$ cat config.mk
export PLATFORM = sky130hd
export DESIGN_NAME = word_serializer_msb
export DESIGN_NICKNAME = d
export VERILOG_FILES = /design/src/rtl/div3_pkg.sv /design/src/rtl/word_serializer_msb.sv
export SDC_FILE = /design/constraint.sdc
export NUM_CORES = 1
export LEC_CHECK = 0
export BUFFER_PORTS_ARGS = -buffer_cell sky130_fd_sc_hd__buf_2
export CORE_MARGIN = 5
export CORE_UTILIZATION = 40
export CTS_BUF_LIST = sky130_fd_sc_hd__clkbuf_8
export DETAILED_ROUTE_END_ITERATION = 8
export HOLD_SLACK_MARGIN = 0.12
export PLACE_DENSITY = 0.65
export SLEW_MARGIN = 20
export SYNTH_ARGS = -nofsm -noshare
export SYNTH_HDL_FRONTEND = slang
export SYNTH_SLANG_ARGS = --single-unit
export TNS_END_PERCENT = 10
$ cat constraint.sdc
create_clock -name clk -period 1.41 [get_ports clk]
set_input_delay 0.2115 -clock clk [delete_from_list [all_inputs] [get_ports clk]]
set_output_delay 0.2115 -clock clk [all_outputs]
set_load 0.1 [all_outputs]
$ cat src/rtl/div3_pkg.sv
// Shared definitions for the divisible-by-three datapath.
// Holds the serializer state encoding and the default word width used by
// word_serializer_msb and the downstream remainder stage.
package div3_pkg;

    // Default serial word width.
    localparam int unsigned DIV3_WORD_W = 8;

    // Serializer state; 2-bit encoding leaves two unused codes that decode to idle.
    typedef enum logic [1:0] {
        SER_IDLE  = 2'd0,
        SER_SHIFT = 2'd1
    } ser_state_t;

endpackage

$ cat src/rtl/word_serializer_msb.sv
// word_serializer_msb
// Parallel-to-serial front end: takes WIDTH-bit words on a valid/ready handshake
// and emits them MSB first, one bit per cycle, with per-bit valid and
// first/last markers. Downstream backpressure stalls the shift without loss.
//
// Ports
//   clk          clock, rising edge
//   reset_n      asynchronous active-low reset
//   in_valid_i   word available on in_data_i
//   in_data_i    word to serialize (MSB sent first)
//   in_ready_o   block accepts a word this cycle
//   x_o          current serial bit
//   x_valid_o    x_o holds a real bit
//   x_first_o    x_o is the MSB of a word
//   x_last_o     x_o is the LSB of a word
//   x_ready_i    downstream consumes x_o this cycle
module word_serializer_msb
    import div3_pkg::*;
#(
    parameter int unsigned WIDTH = DIV3_WORD_W
) (
    input  logic             clk,
    input  logic             reset_n,
    input  logic             in_valid_i,
    input  logic [WIDTH-1:0] in_data_i,
    output logic             in_ready_o,
    output logic             x_o,
    output logic             x_valid_o,
    output logic             x_first_o,
    output logic             x_last_o,
    input  logic             x_ready_i
);

    localparam int unsigned CW = $clog2(WIDTH);
    localparam logic [CW-1:0] CntMax = CW'(WIDTH - 1);

    ser_state_t       state_q, state_d;
    logic [WIDTH-1:0] shreg_q, shreg_d;
    logic [CW-1:0]    cnt_q, cnt_d;

    logic cnt_zero;
    assign cnt_zero = (cnt_q == '0);

    always_comb begin
        state_d    = state_q;
        shreg_d    = shreg_q;
        cnt_d      = cnt_q;
        in_ready_o = 1'b0;

        unique case (state_q)
            SER_IDLE: begin
                in_ready_o = 1'b1;
                if (in_valid_i) begin
                    shreg_d = in_data_i;
                    cnt_d   = CntMax;
                    state_d = SER_SHIFT;
                end
            end
            SER_SHIFT: begin
                // Accepting on the last consumed bit lets words run back to back.
                in_ready_o = cnt_zero && x_ready_i;
                if (x_ready_i) begin
                    if (!cnt_zero) begin
                        shreg_d = {shreg_q[WIDTH-2:0], 1'b0};
                        cnt_d   = cnt_q - CW'(1);
                    end else if (in_valid_i) begin
                        shreg_d = in_data_i;
                        cnt_d   = CntMax;
                    end else begin
                        shreg_d = '0;
                        cnt_d   = '0;
                        state_d = SER_IDLE;
                    end
                end
            end
            default: begin
                // Unused encodings recover to idle.
                shreg_d = '0;
                cnt_d   = '0;
                state_d = SER_IDLE;
            end
        endcase
    end

    always_ff @(posedge clk or negedge reset_n) begin
        if (!reset_n) begin
            state_q <= SER_IDLE;
            shreg_q <= '0;
            cnt_q   <= '0;
        end else begin
            state_q <= state_d;
            shreg_q <= shreg_d;
            cnt_q   <= cnt_d;
        end
    end

    assign x_valid_o = (state_q == SER_SHIFT);
    assign x_o       = x_valid_o && shreg_q[WIDTH-1];
    assign x_first_o = x_valid_o && (cnt_q == CntMax);
    assign x_last_o  = x_valid_o && cnt_zero;

endmodule
==> results.yml, run 1 <==
route:
  ant_nets: 0
  via_per_inst: 5.40
  drtIter0Drc: 10
  drc: 0
  routedWlPerCell_um: 13.7
  vias: 664
  drt-pass1-iter-count: 4
  drt-total-wl_um: 1690
timing:
  rsz0062_at_grt: "true"
  worstMarginPinSlew_ps: 293
  clock.fmax_ghz: 0.659
  layout_setup_ws_ps: -108
  setup_tns_ps: -283
  min_period_over_period_pct: 108
  relSlewSlack_pct: 80.5
  finalHoldViolations: 0
  fin_crit_ps: 1520
  maxSlewViolCount: 0
  skew_ps: 3.33
  setup_viol: 4
power:
  vdd.ir_drop.worst_mv: 1.08
  p_total_w: 0.00240
  pwr_density_cell_mw_per_mm2: 2260
  p_leak_nw: 0.492
synthesis:
  syn_inst: 76
  synth_cell_type_count: 28
  synth_top_cell_by_area: "dfrtp_1"
  netlist.area_leader.share_pct: 43.2
  yosys.cell_count.top_type: "dfrtp_1"
  synth_edf_count: 0
  netlist_area_um2: 694
  netlist_top_cells_count: "dfrtp_1 (12), o21ai_0 (10), nand3_1 (8), nor2_1 (8), a31oi_1 (7)"
  ys_async_sr_fraction_pct: 100
  synthTopCellsByArea: "dfrtp_1 (43%), o21ai_0 (7.2%), a31oi_1 (6.3%)"
  synth.avg_cell_area_um2: 9.14
  synth_ff_type: "dfrtp_1"
  synthesis.nets: 91
  yosys_warnings: 0
  ys_seq_area_share_pct: 43.2
  ys_ff_latch: 12
clock_tree:
  numCtsBuffers: 3
  root_buffer: "clkbuf_8"
  cts_tree: "built"
  htreeDepth: 1
  cts.path.max_buffers: 2
  clock_latency_ps: 240
  cts.sinks: 12
  clk_pin_slew_ps: 50
worst_setup_path:
  critPathCaptureType: "output pin"
  r2r_setup_slack_ps: 30
  critical_path_class: "reg2out"
  worstSetupStartpointType: "register"
  cp_max_fo: 4
  cp.arrival_ps: 1310
  cp.required_ps: 1200
global_routing:
  overflow: 0
  grt.busiest_layer: "met2"
  grt_pass1_wl_um: 2770
  grt_use_met1_pct: 17.0
  grt_max_degree: 18
  use_met3_pct: 2.87
  grtUsageMet2_pct: 23.1
  grt_antenna_before_repair: 0
  grt_pass1_vias: 634
  grtUsageTotal_pct: 14.0
placement:
  pre_cts_slack_ps: 9.07
  dp_hpwl_um: 1140
  dpl_cell_area_um2: 910
  io_buffers: 16
  gp_congestion: 0.759
final_layout:
  fill_cells: 134
  n_antenna_cell: 0
  final_layout_size_suffix_gt1_share_pct: 46.2
  final_area_mm2: 0.00106
  multi_input_area_um2: 383
  num-nets-final: 122
  seq_area_um2: 304
  area_delta_synth_final_pct: 53.3
floorplanning:
  die_height_um: 51.7
  num_io_pins: 17
  num_rows: 15
  core_mm2: 0.00169
  fp.dieArea_mm2: 0.00267
  start_util_pct: 41.1
  die_x_um: 51.7
hold_path:
  hold_path_class: "in2reg"
status:
  status: "finished, violations left"
  violations: "setup timing"
flow_run:
  maxCapViolCount: 0
-- critical path: stages, from the launching register on --
cell and delay [ps]:
dfrtp_1 380, inv_2 80, ha_4 150, nand2b_4 90, o21ai_4 170, buf_12 190
-- metal layers --
metal	vias up	wire [um]
li1	331	-
met3	6	57
met5	-	0
met1	309	766
met2	18	816
met4	0	49
-- where the power goes --
| part | internal, W | total [W] | switching (W) |
|---|---|---|---|
| registers | 0.000488 | 0.000588 | 0.000100 |
| logic | 0.000665 | 0.00144 | 0.000778 |
| clock network | 0.000247 | 0.000373 | 0.000127 |
-- worst paths after layout --
check / start / endpoint / cells past startpoint
max: cnt_q[0] / in_ready_o / 5
min: x_ready_i / cnt_q[1] / 2
max reg2reg: cnt_q[0] / cnt_q[0] / 6
min reg2reg: shreg_q[0] / shreg_q[0] / 2
max in group asynchronous: reset_n / state_q[0] / 2
min in group asynchronous: reset_n / shreg_q[6] / 2
-- layout make-up --
class,instances,share of cell area (%)
inverter,6,2.59
timing repair buffer,31,25.7
tap,17,2.00
clock buffer,4,5.17
multi-input combinational,53,36.0
sequential,12,28.6
-- cells in the final DEF (no fill, tap or decap), types with 2 or more instances in the layout --
cell / instances
buf_4: 13
inv_1: 3
dfrtp_1: 11
nor2_1: 7
nand3_1: 8
o21ai_0: 4
buf_2: 11
clkbuf_8: 4
o21ai_1: 6
inv_2: 2
buf_12: 5
a31oi_1: 7
-- stage by stage --
| step | hold slack, ps | util [%] | cells |
|---|---|---|---|
| floorplan | -84.1 | - | 76 |
| finish | 240 | 63.0 | 123 |
| detailed placement | 114 | 53.9 | 107 |
| global placement | 112 | 53.9 | 107 |
| global route | 237 | 63.0 | 123 |
| CTS | 226 | 61.7 | 120 |
-- repair_timing --
item	in CTS	in global routing
gates cloned	0	0
hold buffers	1	0
gates resized for setup	4	5
endpoints found under the setup margin	5	12
buffers inserted	8	3
pin swaps	2	3
hold endpoints to repair	12	0
-- registers in the layout (all words and copies together) (netlist names) --
name and count:
cnt_q 3, shreg_q 8, state_q 1
-- kinds of logic (layout without fill, tap and decap cells) --
group,after synthesis,in the layout,synth area share [%]
buffers and inverters,11,41,8.83
and+or+nand+nor,25,25,18.2
AOI/OAI and AO/OA,23,23,20.7
adders and majority gates,3,3,5.41
muxes,2,2,3.60
DFF,12,12,43.2
Note: power is estimated with default switching activity, not from simulation.
==> inputs of run 2 (changes only) <==
==> constraint.sdc (replaced) <==
create_clock -name clk -period 1.41 [get_ports clk]
set_input_delay 0.282 -clock clk [delete_from_list [all_inputs] [get_ports clk]]
set_output_delay 0.282 -clock clk [all_outputs]
set_load 0.1 [all_outputs]
==> results.yml, run 2 (synthesis gave the netlist of run 1 again) <==
final_layout:
  n_antenna_cell: 0
  final_layout_size_suffix_gt1_share_pct: 39.8
  num-nets-final: 114
  regMostFlops: "shreg_q"
  reg_top3: "shreg_q: 8 flops, cnt_q: 3 flops, state_q: 1 flops"
  final_area_um2: 988
  largest_reg_flops: 8
  final_cell_mix: "dfrtp_1 (11), buf_2 (11), o21ai_0 (9)"
  area_delta_synth_final_pct: 42.3
timing:
  layout_setup_ws_ps: -174
  holdWs_ps: 293
  setup_viol: 4
  fin_crit_ps: 1580
  worstMarginPinSlew_ps: 276
  relSlewSlack_pct: 81.6
  finalHoldViolations: 0
  maxSlewViolCount: 0
  skew_ps: 8.40
  setup_tns_ps: -462
  min_period_over_period_pct: 112
  clock.fmax_ghz: 0.631
  rsz0062_at_grt: "true"
power:
  pwr_density_cell_mw_per_mm2: 2230
  p_leak_nw: 0.453
  seq_power_share_pct: 27.2
  pwr-share-clk_pct: 14.3
  p_comb_share_pct: 58.5
  switching_power_w: 0.000963
  intPower_w: 0.00124
  vdd.ir_drop.worst_mv: 0.903
  swShare_pct: 43.7
placement:
  dpl_cell_area_um2: 925
  pre_cts_slack_ps: 49.4
  io_buffers: 16
  gp_congestion: 0.788
  dp_hpwl_um: 1120
worst_setup_path:
  r2r-start: "cnt_q[0]"
  worstSetupStartpointType: "register"
  worst-r2r-cell-count: 7
  slowest_delay_ps: 380
  cp.arrival_ps: 1300
  cp.depth: 5
  cp_max_fo: 4
  critPathCaptureType: "output pin"
  cp.required_ps: 1130
  crit_path_top_delay_cell: "dfrtp_1"
  critical_path_class: "reg2out"
  path_buf_inv: 2
  cp_top_family: "flip-flops"
  path_cells: "inv_2 -> ha_4 -> nand2b_4 -> o21ai_4 -> buf_12"
  rr_endpoint: "shreg_q[4]"
  r2r_setup_slack_ps: 70
global_routing:
  overflow: 0
  grt_pass1_wl_um: 2560
  grt_pass1_vias: 591
  grt_antenna_before_repair: 0
  grtUsageTotal_pct: 12.7
  grt_max_degree: 18
floorplanning:
  die_height_um: 51.7
  die_x_um: 51.7
  fp.dieArea_mm2: 0.00267
  start_util_pct: 41.1
  num_rows: 15
  core_mm2: 0.00169
  num_io_pins: 17
clock_tree:
  numCtsBuffers: 3
  clock_latency_ps: 240
  cts.path.max_buffers: 2
  cts.sinks: 12
  clk_pin_slew_ps: 60
  cts_tree: "built"
  htreeDepth: 1
  root_buffer: "clkbuf_8"
hold_path:
  hold_path_class: "in2reg"
  hold_end: "cnt_q[1]"
  whs_path_depth: 2
  hold_start: "x_ready_i"
route:
  drt-total-wl_um: 1550
  via_per_inst: 5.50
  drt-pass1-iter-count: 4
  ant_nets: 0
  drtIter0Drc: 7
  vias: 632
  drc: 0
  routedWlPerCell_um: 13.5
status:
  violations: "setup timing"
  status: "finished, violations left"
flow_run:
  maxCapViolCount: 0
[run 2: cell types whose count changed in the layout (fill, tap and decap cells not counted), sizes merged]
cell | before | now
inv | 5 | 6
clkbuf | 4 | 3
buf | 30 | 22
[run 2: power groups by stage]
| stage | sequential (W) | combinational [W] | clock (W) |
|---|---|---|---|
| after global routing | 0.000620 | 0.00138 | 0.000347 |
| after floorplan | 0.000594 | 0.000904 | 0 |
| final | 0.000600 | 0.00129 | 0.000315 |
| after CTS | 0.000599 | 0.00130 | 0.000327 |
| after detailed placement | 0.000604 | 0.00128 | 0 |
| after global placement | 0.000598 | 0.00127 | 0 |
[run 2: metrics by stage]
| stage | util (%) | total power, W | cells |
|---|---|---|---|
| 3_5_place_dp | 54.7 | 0.00188 | 109 |
| 4_1_cts | 58.4 | 0.00223 | 115 |
| 6_report | 58.5 | 0.00221 | 115 |
| 3_3_place_gp | 54.7 | 0.00187 | 109 |
| 2_1_floorplan | - | 0.00150 | 76 |
| 5_1_grt | 58.5 | 0.00235 | 115 |
[run 2: layout make-up]
type / instances / area, um2
Tap cell: 17 / 21.3
Clock buffer: 3 / 41.3
Inverter: 6 / 27.5
Timing Repair Buffer: 23 / 210
Multi-Input combinational cell: 53 / 380
Clock inverter: 1 / 3.75
Sequential cell: 12 / 304
Fill cell: 143 / 701
[run 2: per-layer routing]
metal  vias up  part of all wire (%)  global-route usage, %
met5         -                     0                      0
met4         0                     0                   3.93
met3         0                   4.6                   3.72
met2        17                    48                   19.7
met1       300                    47                   16.8
li1        315                     -                      -
[run 2: worst reg2reg max path, stage by stage, from the launching register on]
cell and delay [ps]:
dfrtp_1 380, inv_2 80, ha_4 160, nand2b_4 90, buf_4 160, buf_4 150
nand3_1 90, a31oi_2 90
[run 2: repair_timing]
action / in CTS / in global routing
hold buffers: 1 / 0
endpoints found under the hold margin: 12 / 0
resized for setup: 1 / 1
pin swaps: 2 / 3
setup endpoints to repair: 4 / 10
buffers inserted: 1 / 0
[run 2: how the worst max path moves through the flow]
| stage | startpoint | endpoint | slack, ps |
|---|---|---|---|
| finish | cnt_q[0] | in_ready_o | -170 |
| global route | cnt_q[0] | in_ready_o | -230 |
| CTS | cnt_q[1] | in_ready_o | -200 |
| detailed placement | cnt_q[1] | shreg_q[1] | 50 |
| global placement | cnt_q[1] | in_ready_o | 50 |
| floorplan | state_q[0] | x_first_o | -220 |
==> inputs of run 3 (changes only) <==
CAP_MARGIN = 20   (was unset)
PLACE_DENSITY = unset   (was 0.65)
clock period = 1.8 ns   (was 1.41 ns; I/O delays follow)
==> results.yml, run 3 (synthesis gave the netlist of run 1 again) <==
timing:
  maxSlewViolCount: 0
  fin_crit_ps: 1740
  clock.fmax_ghz: 0.576
  setup_viol: 0
  worstMarginPinSlew_ps: 485
  min_period_over_period_pct: 96.5
  setup_tns_ps: 0
  rsz0062_at_grt: "false"
  relSlewSlack_pct: 67.9
  skew_ps: 3.89
  finalHoldViolations: 0
  layout_setup_ws_ps: 63.7
clock_tree:
  root_buffer: "clkbuf_8"
  clock_latency_ps: 240
  cts.path.max_buffers: 2
  numCtsBuffers: 3
  cts_tree: "built"
  cts.sinks: 12
  clk_pin_slew_ps: 60
  htreeDepth: 1
flow_run:
  maxCapViolCount: 0
floorplanning:
  die_x_um: 51.7
  fp.dieArea_mm2: 0.00267
  num_rows: 15
  start_util_pct: 41.1
  core_mm2: 0.00169
  die_height_um: 51.7
  num_io_pins: 17
global_routing:
  grt_antenna_before_repair: 0
  grt_pass1_vias: 603
  grt_max_degree: 20
  grtUsageTotal_pct: 13.5
  grt_pass1_wl_um: 2620
  overflow: 0
power:
  pwr_density_cell_mw_per_mm2: 1830
  intPower_w: 0.000986
  switching_power_w: 0.000768
  pwr-share-clk_pct: 17.0
  p_comb_share_pct: 56.1
  vdd.ir_drop.worst_mv: 0.904
  swShare_pct: 43.8
  p_leak_nw: 0.434
  seq_power_share_pct: 26.9
final_layout:
  regMostFlops: "shreg_q"
  reg_top3: "shreg_q: 8 flops, cnt_q: 3 flops, state_q: 1 flops"
  num-nets-final: 112
  final_common_cell: "buf_2"
  final_util_pct: 56.8
  fill_cells: 147
  final_layout_size_suffix_gt1_share_pct: 37.5
  area_delta_synth_final_pct: 38.2
  final_cell_mix: "buf_2 (12), dfrtp_1 (11), o21ai_0 (9)"
  largest_reg_flops: 8
  n_antenna_cell: 0
  seq_area_um2: 302
  multi_input_area_um2: 379
placement:
  dp_hpwl_um: 1180
  io_buffers: 16
  pre_cts_slack_ps: 143
  gp_congestion: 0.796
worst_setup_path:
  worstSetupStartpointType: "register"
  cp-startpoint: "cnt_q[0]"
  r2r_setup_slack_ps: 330
  r2r-start: "state_q[0]"
  cp.required_ps: 1440
  cp.arrival_ps: 1380
  cp_max_fo: 4
  critPathCaptureType: "output pin"
  critical_path_class: "reg2out"
route:
  dr_wl_met3_um: 79
  drt-pass1-iter-count: 4
  wl_met1_um: 704
  ant_nets: 0
  via_per_inst: 5.38
  drt-total-wl_um: 1670
  drtIter0Drc: 6
  routedWlPerCell_um: 14.7
  top_layer: "met4"
  vias: 608
  drc: 0
  wl_met2_um: 877
hold_path:
  hold_path_class: "in2reg"
  hold_start: "in_data_i[0]"
status:
  status: "completed"
## run 3: path summary, 6_finish.rpt
kind	cells after the start	to
max	5	in_ready_o
min	3	shreg_q[0]
max reg2reg	4	cnt_q[0]
min reg2reg	2	shreg_q[0]
max in group asynchronous	2	state_q[0]
min in group asynchronous	2	shreg_q[1]
## run 3: area by class of cell
class	count	share of cell area (%)
multi-input combinational	53	39.5
sequential	12	31.4
timing repair buffer	21	18.8
clock buffer	4	5.74
inverter	6	2.35
tap	17	2.22
## run 3: power groups by stage
stage | combinational, W | sequential (W) | clock [W]
2_1_floorplan | 0.000657 | 0.000461 | 0
3_3_place_gp | 0.000899 | 0.000467 | 0
3_5_place_dp | 0.000915 | 0.000474 | 0
4_1_cts | 0.000931 | 0.000471 | 0.000304
5_1_grt | 0.00104 | 0.000491 | 0.000320
6_report | 0.000984 | 0.000472 | 0.000297
## run 3: metal layers
layer / GRT usage [%] / vias up
li1: - / 313
met1: 15.5 / 281
met2: 23.7 / 12
met3: 3.44 / 2
met4: 5.24 / 0
met5: 0 / -
## run 3: through the flow
step / instance area, um2 / hold WS [ps] / power [W] / instances
6_report: 960 / 378 / 0.00175 / 113
5_1_grt: 960 / 402 / 0.00185 / 113
4_1_cts: 937 / 382 / 0.00171 / 112
3_5_place_dp: 867 / 263 / 0.00139 / 107
3_3_place_gp: 867 / 261 / 0.00137 / 107
2_1_floorplan: 722 / 64.4 / 0.00112 / 76
## run 3: critical path, stage by stage, from the launching register on
cell,delay [ps]
dfrtp_1,390
inv_2,110
ha_4,170
nand2b_4,90
o21ai_4,180
buf_12,190
## run 3: repair_timing
item / CTS / global route
hold buffers: 1 / 0
setup endpoints to repair: 2 / 2
gates cloned: 0 / 0
resized for setup: 3 / 3
setup buffers: 0 / 1
hold endpoints to repair: 12 / 0
pin swaps: 0 / 1
